### config.mk
export PLATFORM = sky130hd
export DESIGN_NAME = uart_tx_fifo_flat
export DESIGN_NICKNAME = d
export VERILOG_FILES = /design/src/rtl/uart_tx_fifo_if.sv /design/src/rtl/uart_tx_fifo.sv /design/src/flat_wrapper.sv
export SDC_FILE = /design/constraint.sdc
export NUM_CORES = 1
export LEC_CHECK = 0
export CORE_ASPECT_RATIO = 0.8
export CORE_MARGIN = 1.5
export CORE_UTILIZATION = 54
export CTS_CLUSTER_SIZE = 12
export DETAILED_ROUTE_END_ITERATION = 8
export PLACE_DENSITY_LB_ADDON = 0.25
export SETUP_SLACK_MARGIN = 0.4
export SYNTH_ARGS = -nofsm -noshare
export SYNTH_HDL_FRONTEND = slang
export SYNTH_SLANG_ARGS = --single-unit
### constraint.sdc
create_clock -name CLK -period 2.6 [get_ports CLK]
set_input_delay 0.39 -clock CLK [delete_from_list [all_inputs] [get_ports CLK]]
set_output_delay 0.39 -clock CLK [all_outputs]
set_load 0.02 [all_outputs]
### src/rtl/uart_tx_fifo_if.sv
// Producer and UART-side signals of the transmit FIFO.
// The master drives writes and the UART busy status; the slave is the FIFO.
interface uart_tx_fifo_if #(
    parameter int unsigned ADDR_W = 4
);
    logic              wr_en;
    logic [7:0]        wr_data;
    logic              full;
    logic              empty;
    logic [ADDR_W:0]   count;
    logic              overflow;
    logic              clr_overflow;
    logic              is_transmitting;
    logic              transmit;
    logic [7:0]        tx_byte;

    modport master (
        output wr_en, wr_data, clr_overflow, is_transmitting,
        input  full, empty, count, overflow, transmit, tx_byte
    );

    modport slave (
        input  wr_en, wr_data, clr_overflow, is_transmitting,
        output full, empty, count, overflow, transmit, tx_byte
    );
endinterface

### src/rtl/uart_tx_fifo.sv
// Byte FIFO that feeds a UART transmitter: circular buffer plus a drain FSM
// that pops one byte per transmitter busy period and strobes transmit.
module uart_tx_fifo #(
    parameter int unsigned DEPTH  = 16,
    parameter int unsigned ADDR_W = 4
) (
    input logic           CLK,
    input logic           rst_n,
    uart_tx_fifo_if.slave bus
);
    typedef enum logic [1:0] {StIdle, StSent, StBusy} state_e;

    localparam logic [ADDR_W:0] FullCount = (ADDR_W + 1)'(DEPTH);

    logic [7:0]        mem_q [DEPTH];
    logic [ADDR_W-1:0] wr_ptr_q, wr_ptr_d;
    logic [ADDR_W-1:0] rd_ptr_q, rd_ptr_d;
    logic [ADDR_W:0]   count_q, count_d;
    logic              full_q, full_d;
    logic              empty_q, empty_d;
    logic              overflow_q, overflow_d;
    logic              transmit_q, transmit_d;
    logic [7:0]        tx_byte_q, tx_byte_d;
    state_e            state_q, state_d;
    logic              wr_accept;
    logic              pop;

    assign wr_accept = bus.wr_en & ~full_q;

    // Drain FSM: a pop only happens from idle, and the FSM must see the
    // transmitter go busy and then idle again before it may pop the next byte.
    always_comb begin
        state_d = state_q;
        pop     = 1'b0;
        unique case (state_q)
            StIdle: begin
                if (!empty_q && !bus.is_transmitting) begin
                    pop     = 1'b1;
                    state_d = StSent;
                end
            end
            StSent: begin
                if (bus.is_transmitting) begin
                    state_d = StBusy;
                end
            end
            StBusy: begin
                if (!bus.is_transmitting) begin
                    state_d = StIdle;
                end
            end
            default: state_d = StIdle;
        endcase
    end

    always_comb begin
        wr_ptr_d   = wr_ptr_q;
        rd_ptr_d   = rd_ptr_q;
        count_d    = count_q;
        overflow_d = overflow_q;
        transmit_d = pop;
        tx_byte_d  = tx_byte_q;

        if (wr_accept) begin
            wr_ptr_d = wr_ptr_q + 1'b1;
        end
        if (pop) begin
            rd_ptr_d  = rd_ptr_q + 1'b1;
            tx_byte_d = mem_q[rd_ptr_q];
        end

        unique case ({wr_accept, pop})
            2'b10:   count_d = count_q + 1'b1;
            2'b01:   count_d = count_q - 1'b1;
            default: count_d = count_q;
        endcase

        // A dropped write takes priority over a clear in the same cycle.
        if (bus.wr_en && full_q) begin
            overflow_d = 1'b1;
        end else if (bus.clr_overflow) begin
            overflow_d = 1'b0;
        end

        full_d  = (count_d == FullCount);
        empty_d = (count_d == '0);
    end

    always_ff @(posedge CLK or negedge rst_n) begin
        if (!rst_n) begin
            state_q    <= StIdle;
            wr_ptr_q   <= '0;
            rd_ptr_q   <= '0;
            count_q    <= '0;
            full_q     <= 1'b0;
            empty_q    <= 1'b1;
            overflow_q <= 1'b0;
            transmit_q <= 1'b0;
            tx_byte_q  <= 8'h00;
        end else begin
            state_q    <= state_d;
            wr_ptr_q   <= wr_ptr_d;
            rd_ptr_q   <= rd_ptr_d;
            count_q    <= count_d;
            full_q     <= full_d;
            empty_q    <= empty_d;
            overflow_q <= overflow_d;
            transmit_q <= transmit_d;
            tx_byte_q  <= tx_byte_d;
        end
    end

    // Storage needs no reset; occupancy is tracked by the pointers and count.
    always_ff @(posedge CLK) begin
        if (wr_accept) begin
            mem_q[wr_ptr_q] <= bus.wr_data;
        end
    end

    assign bus.full     = full_q;
    assign bus.empty    = empty_q;
    assign bus.count    = count_q;
    assign bus.overflow = overflow_q;
    assign bus.transmit = transmit_q;
    assign bus.tx_byte  = tx_byte_q;

    a_transmit_single_cycle: assert property (
        @(posedge CLK) disable iff (!rst_n) transmit_q |=> !transmit_q
    );
    a_full_empty_exclusive: assert property (
        @(posedge CLK) disable iff (!rst_n) !(full_q && empty_q)
    );
endmodule
### src/flat_wrapper.sv
// flat-port wrapper written by rule: the top's interface ports become plain ports
module uart_tx_fifo_flat 
#(
    parameter int unsigned DEPTH  = 16,
    parameter int unsigned ADDR_W = 4
)
  (CLK, rst_n, bus_wr_en, bus_wr_data, bus_clr_overflow, bus_is_transmitting, bus_full, bus_empty, bus_count, bus_overflow, bus_transmit, bus_tx_byte);
  uart_tx_fifo_if #(.ADDR_W(ADDR_W)) bus_i ();
  input logic CLK;
  input logic rst_n;
  input wire logic [$bits(bus_i.wr_en)-1:0] bus_wr_en;
  input wire logic [$bits(bus_i.wr_data)-1:0] bus_wr_data;
  input wire logic [$bits(bus_i.clr_overflow)-1:0] bus_clr_overflow;
  input wire logic [$bits(bus_i.is_transmitting)-1:0] bus_is_transmitting;
  output wire logic [$bits(bus_i.full)-1:0] bus_full;
  output wire logic [$bits(bus_i.empty)-1:0] bus_empty;
  output wire logic [$bits(bus_i.count)-1:0] bus_count;
  output wire logic [$bits(bus_i.overflow)-1:0] bus_overflow;
  output wire logic [$bits(bus_i.transmit)-1:0] bus_transmit;
  output wire logic [$bits(bus_i.tx_byte)-1:0] bus_tx_byte;
  assign bus_i.wr_en = bus_wr_en;
  assign bus_i.wr_data = bus_wr_data;
  assign bus_i.clr_overflow = bus_clr_overflow;
  assign bus_i.is_transmitting = bus_is_transmitting;
  assign bus_full = bus_i.full;
  assign bus_empty = bus_i.empty;
  assign bus_count = bus_i.count;
  assign bus_overflow = bus_i.overflow;
  assign bus_transmit = bus_i.transmit;
  assign bus_tx_byte = bus_i.tx_byte;
  uart_tx_fifo #(.DEPTH(DEPTH), .ADDR_W(ADDR_W)) u_core (.CLK(CLK), .rst_n(rst_n), .bus(bus_i));
endmodule
---- After elaboration in Yosys (flattened, before gate mapping) ----
Memories as Yosys holds them, arrays and structs flattened. A register that Yosys moved wholly into a read port is not among the register bits.
Cells that the tools add are included.
word-level totals
  register bits after elaboration ......... 19
  RAM bits ................................ 128
  memories kept ........................... 1
  logic and storage cells ................. 43
  output and inout port bits .............. 17
  bits of input ports ..................... 13
operators by class
  equal/unequal tests ..................... 8
  bitwise operators ....................... 2
  reduce and logical (&&, ||, !) cells .... 9
  mux-type cells .......................... 11
  add/sub/neg operators ................... 4
memory list
  name          depth  width  read ports  clocked after memory_dff  write ports  line                RTL
  u_core.mem_q  16     8      1           1                         1            uart_tx_fifo.sv:15  logic [7:0] mem_q [DEPTH];
operators with widths
  operator                                                                  count
  5-bit case mux with 2 select lines                                        1
  4-bit by 1-bit adder with 4-bit output (second input constant)            2
  1-bit 2-to-1 mux                                                          6
  2-bit 2-to-1 mux                                                          3
  2-bit case mux with 3 select lines                                        1
  5-bit by 1-bit adder with 5-bit output (second input constant)            1
  5-bit equality test (second input constant)                               1
  5-bit zero test                                                           1
  5-bit by 1-bit subtractor with 5-bit output (second input constant)       1
  2-bit by 1-bit equality test with 1-bit output (second input constant)    2
  2-bit equality test (second input constant)                               2
  2-bit inequality test (second input constant)                             2
  1-bit zero test                                                           3
  3-bit AND reduction                                                       1
  1-bit logical AND                                                         2
  2-bit zero test                                                           1
  2-bit by 1-bit inequality test with 1-bit output (second input constant)  1
  2-bit nonzero test                                                        1
  1-bit AND                                                                 1
  1-bit NOT                                                                 1

---- Depth between registers and ports, before layout ----
  depth after elaboration ................. 7
  mapped depth ............................ 11
  gate-level depth less buffers ........... 9

---- Worst setup path before layout ----
Ideal clock, no wire load.
  kind .................................... register to register
  start point ............................. reg u_core.empty_q (netlist: u_core.bus.empty)
  end point ............................... reg u_core.empty_q (netlist: u_core.bus.empty)
  library setup time ...................... 0.063 ns
  setup slack ............................. -0.049 ns
  cell stages (with the launch flop) ...... 11
  data arrival time ....................... 2.586 ns
  clock period less this slack ............ 2.649 ns
  data required time ...................... 2.537 ns
  path buffers ............................ 3
  cells stage by stage .................... dfstp_2 or4_4 buf_6 clkbuf_1 inv_1 ha_1 clkbuf_1 nor2b_1 and4_1 or3_4 and4bb_1
between the ends
  longest elaborated chain between the ends .. 7
  elaborated cells between the ends (all ways) .. 8
  classes of those cells .................. 2 x eq/ne; 3 x mux; 3 x reduce/logical
RTL lines
  item                                                                                   line                 RTL
  start: declaration                                                                     uart_tx_fifo.sv:20   logic empty_q, empty_d;
  start signal: assignment                                                               uart_tx_fifo.sv:106  empty_q <= empty_d;
  1-bit zero test *                                                                      uart_tx_fifo.sv:37   if (!empty_q && !bus.is_transmitting) begin
  1-bit logical AND *                                                                    uart_tx_fifo.sv:37
  1-bit 2-to-1 mux *                                                                     uart_tx_fifo.sv:37
  1-bit 2-to-1 mux *                                                                     uart_tx_fifo.sv:35   unique case (state_q)
  2-bit by 1-bit equality test with 1-bit output or 2-bit equality test (tied branches)  uart_tx_fifo.sv:72   unique case ({wr_accept, pop})
  5-bit case mux with 2 select lines *                                                   uart_tx_fifo.sv:72
  net u_core.count_d[3]                                                                  uart_tx_fifo.sv:18   logic [ADDR_W:0] count_q, count_d;
  5-bit zero test *                                                                      uart_tx_fifo.sv:86   empty_d = (count_d == '0);
  net u_core.empty_d                                                                     uart_tx_fifo.sv:20
Mark *: on every way through the listed nets, which the timed path passes. The rest lies on a longest branch.
A chain may end at the register's enable or synchronous reset.

---- Worst setup path in the final report ----
  start point ............................. reg u_core.state_q[1]
  end point ............................... reg u_core.full_q (netlist: u_core.bus.full)
between the ends
  longest elaborated chain between the ends .. 5
  elaborated cells between the ends (all ways) .. 6
  classes of those cells .................. 3 x eq/ne; 2 x mux; 1 x reduce/logical
RTL lines
  item                                                                                   line                 RTL
  start: declaration                                                                     uart_tx_fifo.sv:24   state_e state_q, state_d;
  start signal: assignment                                                               uart_tx_fifo.sv:91   state_q <= StIdle;
  start signal: assignment                                                               uart_tx_fifo.sv:101  state_q <= state_d;
  2-bit zero test *                                                                      uart_tx_fifo.sv:35
  1-bit 2-to-1 mux *                                                                     uart_tx_fifo.sv:35
  2-bit by 1-bit equality test with 1-bit output or 2-bit equality test (tied branches)  uart_tx_fifo.sv:72
  5-bit case mux with 2 select lines *                                                   uart_tx_fifo.sv:72
  5-bit equality test *                                                                  uart_tx_fifo.sv:85   full_d = (count_d == FullCount);
  net u_core.full_d                                                                      uart_tx_fifo.sv:19   logic full_q, full_d;
  end signal: assignment                                                                 uart_tx_fifo.sv:105  full_q <= full_d;
  end: declaration                                                                       uart_tx_fifo.sv:19
Marked as above.

==> results_dict.tcl <==
set metrics [dict create \
    outcome "finished clean" \
    drive_gt1_share_pct 32.15 \
    grt_usage_pct 23.10 \
    timing.final.crit_share_pct 94.74 \
    worst_setup_path_start_kind "flop" \
    cts.sink_count 155 \
    largest_family_of_logic_cells_by_synthesized_area "multiplexers" \
    achievable-frequency_mhz 406.0 \
    ctsRootBufferMaster "sky130_fd_sc_hd__clkbuf_16" \
    hold_path.class "in2async" \
    power_leakage_nw 2.757 \
    largest_net_degree_at_the_start_of_global_routing 36 \
    worst_ep_required_time_ns 2.94 \
    routedWlPerCell_um 22.16 \
    worstSetupPathDepth 9 \
    clkLatencyLatePin_ns 0.43 \
    critical-path-top-cell-by-count "sky130_fd_sc_hd__buf_4" \
    timing.max_cap.violations 0 \
    r2r.worst_path.cells 9 \
    num_antenna_cells 0 \
    critical_path_peak_fanout 3 \
    compound_gate_portion_of_the_synthesized_area_pct 2.152 \
    starting_density_of_the_core_pct 54.93 \
    final.setup.worst_slack_ns 0.1368 \
    timing_worst_slew_pin_value_ns 0.6733 \
    layout.nets 431 \
    rows 35 \
    dr_vias_cell 5.881 \
    post_synth_mux_area_share_pct 14.53 \
    cts-hold-fix-buffers 0 \
    netlist_top_cells_area "sky130_fd_sc_hd__edfxtp_1, sky130_fd_sc_hd__mux4_2, sky130_fd_sc_hd__dfrtp_1" \
    finalHoldViolCount 0 \
    crit_buf_inv 2 \
    num_io_pins 30 \
    synth_cells 336 \
    finalCriticalPeriod_ns 2.463 \
    cts.path.max_buffers 2 \
    yosys.area.top_type "sky130_fd_sc_hd__edfxtp_1" \
    critical-path-slowest-cell "sky130_fd_sc_hd__or4_4" \
    htree_num_levels 4 \
    initial_antenna_violation_count 0 \
    post_synth_and_or_nand_nor_area_fraction_pct 6.497 \
    dp.final_hpwl_mm 8.041 \
    fin_util_pct 67.84 \
    yosys.cell_types.count 40 \
    cpPeakStageDelay_ns 0.56 \
    drcViolationCount 0 \
    detailedRoute.firstIterationViolations 613 \
    finalInstanceArea_sq_mm 0.007754 \
    synth_area_sq_mm 0.006279 \
    crit_arrival_ns 2.80 \
    power_per_cell_area_mw_per_mm2 1121 \
    gpl.final_weighted_congestion 0.7741 \
    die_w_um 123.6 \
    place_ws_ns -0.3307 \
    avgSynthCellArea_sq_um 18.69 \
    antenna_violating_nets_post_route 0 \
    register_bit_count_reported_by_yosys 155 \
    timing_max_transition_violations_final 0 \
    most-common-layout-cells "sky130_fd_sc_hd__edfxtp_1, sky130_fd_sc_hd__mux4_2, sky130_fd_sc_hd__nand2_1" \
    port-buffer-count 29 \
    cts_bufs_inserted 17 \
    die-area_sq_mm 0.01229 \
    overflow 0 \
    number_of_nets_in_the_synthesized_netlist 357 \
    crit_path_cells "or4_4 > nor2_4 > buf_4 > ha_4 > buf_4 > a21o_1 > a21oi_2 > nand4_1 > a211oi_2" \
    clock_skew_ns 0.01018 \
    report.power.total_mw 8.691 \
    synthAdderAreaFrac_pct 1.594 \
    grt_pass1_vias 3312 \
    layout_commonest_cell "sky130_fd_sc_hd__edfxtp_1" \
    grt_pass1_wl_mm 19.67 \
    detailroute.via_count 3358 \
    power.ir.vdd_worst_v 0.0007516 \
    synth-xor-area-share_pct 1.395 \
    drt_pre_antenna_iters 4 \
    endpoint_kind "flop" \
    critPathTopFamily "simple AND/OR/NAND/NOR gates" \
    yosysWarningCount 0 \
    synthToLayoutAreaGrowth_pct 23.50 \
    setup_repair_after_global_routing_missed_its_margin "true" \
    worst_slew_margin_rel_pct 55.11 \
    wirelength_mm 12.65 \
    dpl-instance-area_sq_mm 0.007091 \
    yosys.area.top_type_share_pct 61.22 \
    dieHeight_um 99.45 \
    synth.yosys.seq_area_share_pct 72.00 \
    core-area_sq_mm 0.01143 \
    setup_viol 0 \
    clk_pin_slew_worst_paths_ns 0.06 \
    cts_tree "done" \
    path_class "reg2reg" \
]
-- registers in the layout, indices dropped and copies added, names as in the netlist --
register and cells:
u_core.wr_ptr_q 4, u_core.bus.overflow 1, u_core.bus.count 5, u_core.state_q 2, u_core.bus.full 1, u_core.rd_ptr_q 4, u_core.mem_q 128, u_core.bus.transmit 1
u_core.bus.tx_byte 8, u_core.bus.empty 1
-- cell families (layout without fill, tap and decap cells) --
group / after synthesis / in the layout
compound gates: 20 / 20
xor+xnor: 10 / 10
buf+inv: 24 / 111
simple gates: 78 / 78
fa+ha+maj: 8 / 8
flops: 155 / 155
mux: 41 / 41
-- final cells by class --
type	instances	area [sq um]
sequential	155	4522
fill	734	3676
multi-input combinational	157	1723
timing repair buffer	71	709.4
clock buffer	23	510.5
tap	148	185.2
clock inverter	9	58.81
inverter	8	45.04
-- cell usage after synthesis --
cell,n
sky130_fd_sc_hd__edfxtp_1,128
sky130_fd_sc_hd__buf_1,2
sky130_fd_sc_hd__nor2b_1,2
sky130_fd_sc_hd__a21oi_1,5
sky130_fd_sc_hd__mux2_2,1
sky130_fd_sc_hd__nand3b_1,1
sky130_fd_sc_hd__o311ai_0,1
sky130_fd_sc_hd__o211ai_1,1
sky130_fd_sc_hd__inv_1,6
sky130_fd_sc_hd__dfrtp_1,26
sky130_fd_sc_hd__xor2_1,3
sky130_fd_sc_hd__o21bai_1,1
sky130_fd_sc_hd__and3_1,1
sky130_fd_sc_hd__dfstp_2,1
sky130_fd_sc_hd__buf_6,1
sky130_fd_sc_hd__nor2_1,4
sky130_fd_sc_hd__a32oi_1,1
sky130_fd_sc_hd__and4_1,1
sky130_fd_sc_hd__nand4_1,5
sky130_fd_sc_hd__a211oi_1,2
sky130_fd_sc_hd__mux4_2,40
sky130_fd_sc_hd__o21ai_0,4
sky130_fd_sc_hd__clkinv_1,1
sky130_fd_sc_hd__a32o_1,1
sky130_fd_sc_hd__clkbuf_1,9
sky130_fd_sc_hd__or2_2,1
sky130_fd_sc_hd__nand2_1,36
sky130_fd_sc_hd__or3_4,1
sky130_fd_sc_hd__o2111ai_1,1
sky130_fd_sc_hd__or4_4,1
sky130_fd_sc_hd__a21o_1,2
sky130_fd_sc_hd__nor3_1,3
sky130_fd_sc_hd__xnor2_1,7
sky130_fd_sc_hd__and4bb_1,1
sky130_fd_sc_hd__ha_1,8
sky130_fd_sc_hd__clkinv_8,1
sky130_fd_sc_hd__buf_2,4
sky130_fd_sc_hd__a31o_2,1
sky130_fd_sc_hd__and2_1,18
sky130_fd_sc_hd__nor3b_1,3
-- layer usage --
metal	global-route usage (%)	vias to the layer above	part of all wire [%]
met5	0	-	0
met1	34.03	1750	44
met4	7.692	0	1.5
met3	5.562	24	6.0
li1	-	1467	-
met2	34.53	117	49
-- power breakdown --
group | internal [mW] | switching, mW | total [mW]
registers | 3.10 | 0.302 | 3.40
clock network | 1.38 | 0.963 | 2.35
logic | 1.53 | 1.41 | 2.94
total | 6.02 | 2.67 | 8.69
-- metrics by stage --
| step | std cells | TNS, ns | hold slack [ns] |
|---|---|---|---|
| final | 571 | 0 | 0.3358 |
| after global routing | 571 | 0 | 0.4000 |
| after CTS | 570 | 0 | 0.3447 |
| after detailed placement | 533 | -0.8122 | 0.4649 |
| after global placement | 533 | -0.7202 | 0.4650 |
| after floorplan | 336 | 0 | 0.09441 |
-- what timing repair did --
action                     in CTS  in global routing
setup endpoints to repair       4                  5
pin swaps                       7                  6
gates resized for setup         5                  9
buffers inserted                5                  1
-- worst paths after layout --
check | endpoint | startpoint | slack (ns)
min in group CLK | u_core.bus.tx_byte[7] | u_core.bus.tx_byte[7] | 0.49
max reg2reg | u_core.bus.full | u_core.state_q[1] | 0.14
max | u_core.bus.full | u_core.state_q[1] | 0.14
min | u_core.bus.tx_byte[3] | rst_n | 0.34
min reg2reg | u_core.bus.tx_byte[7] | u_core.bus.tx_byte[7] | 0.49
max in group asynchronous | u_core.bus.empty | rst_n | 1.96
Note: power is estimated with default switching activity, not from simulation.
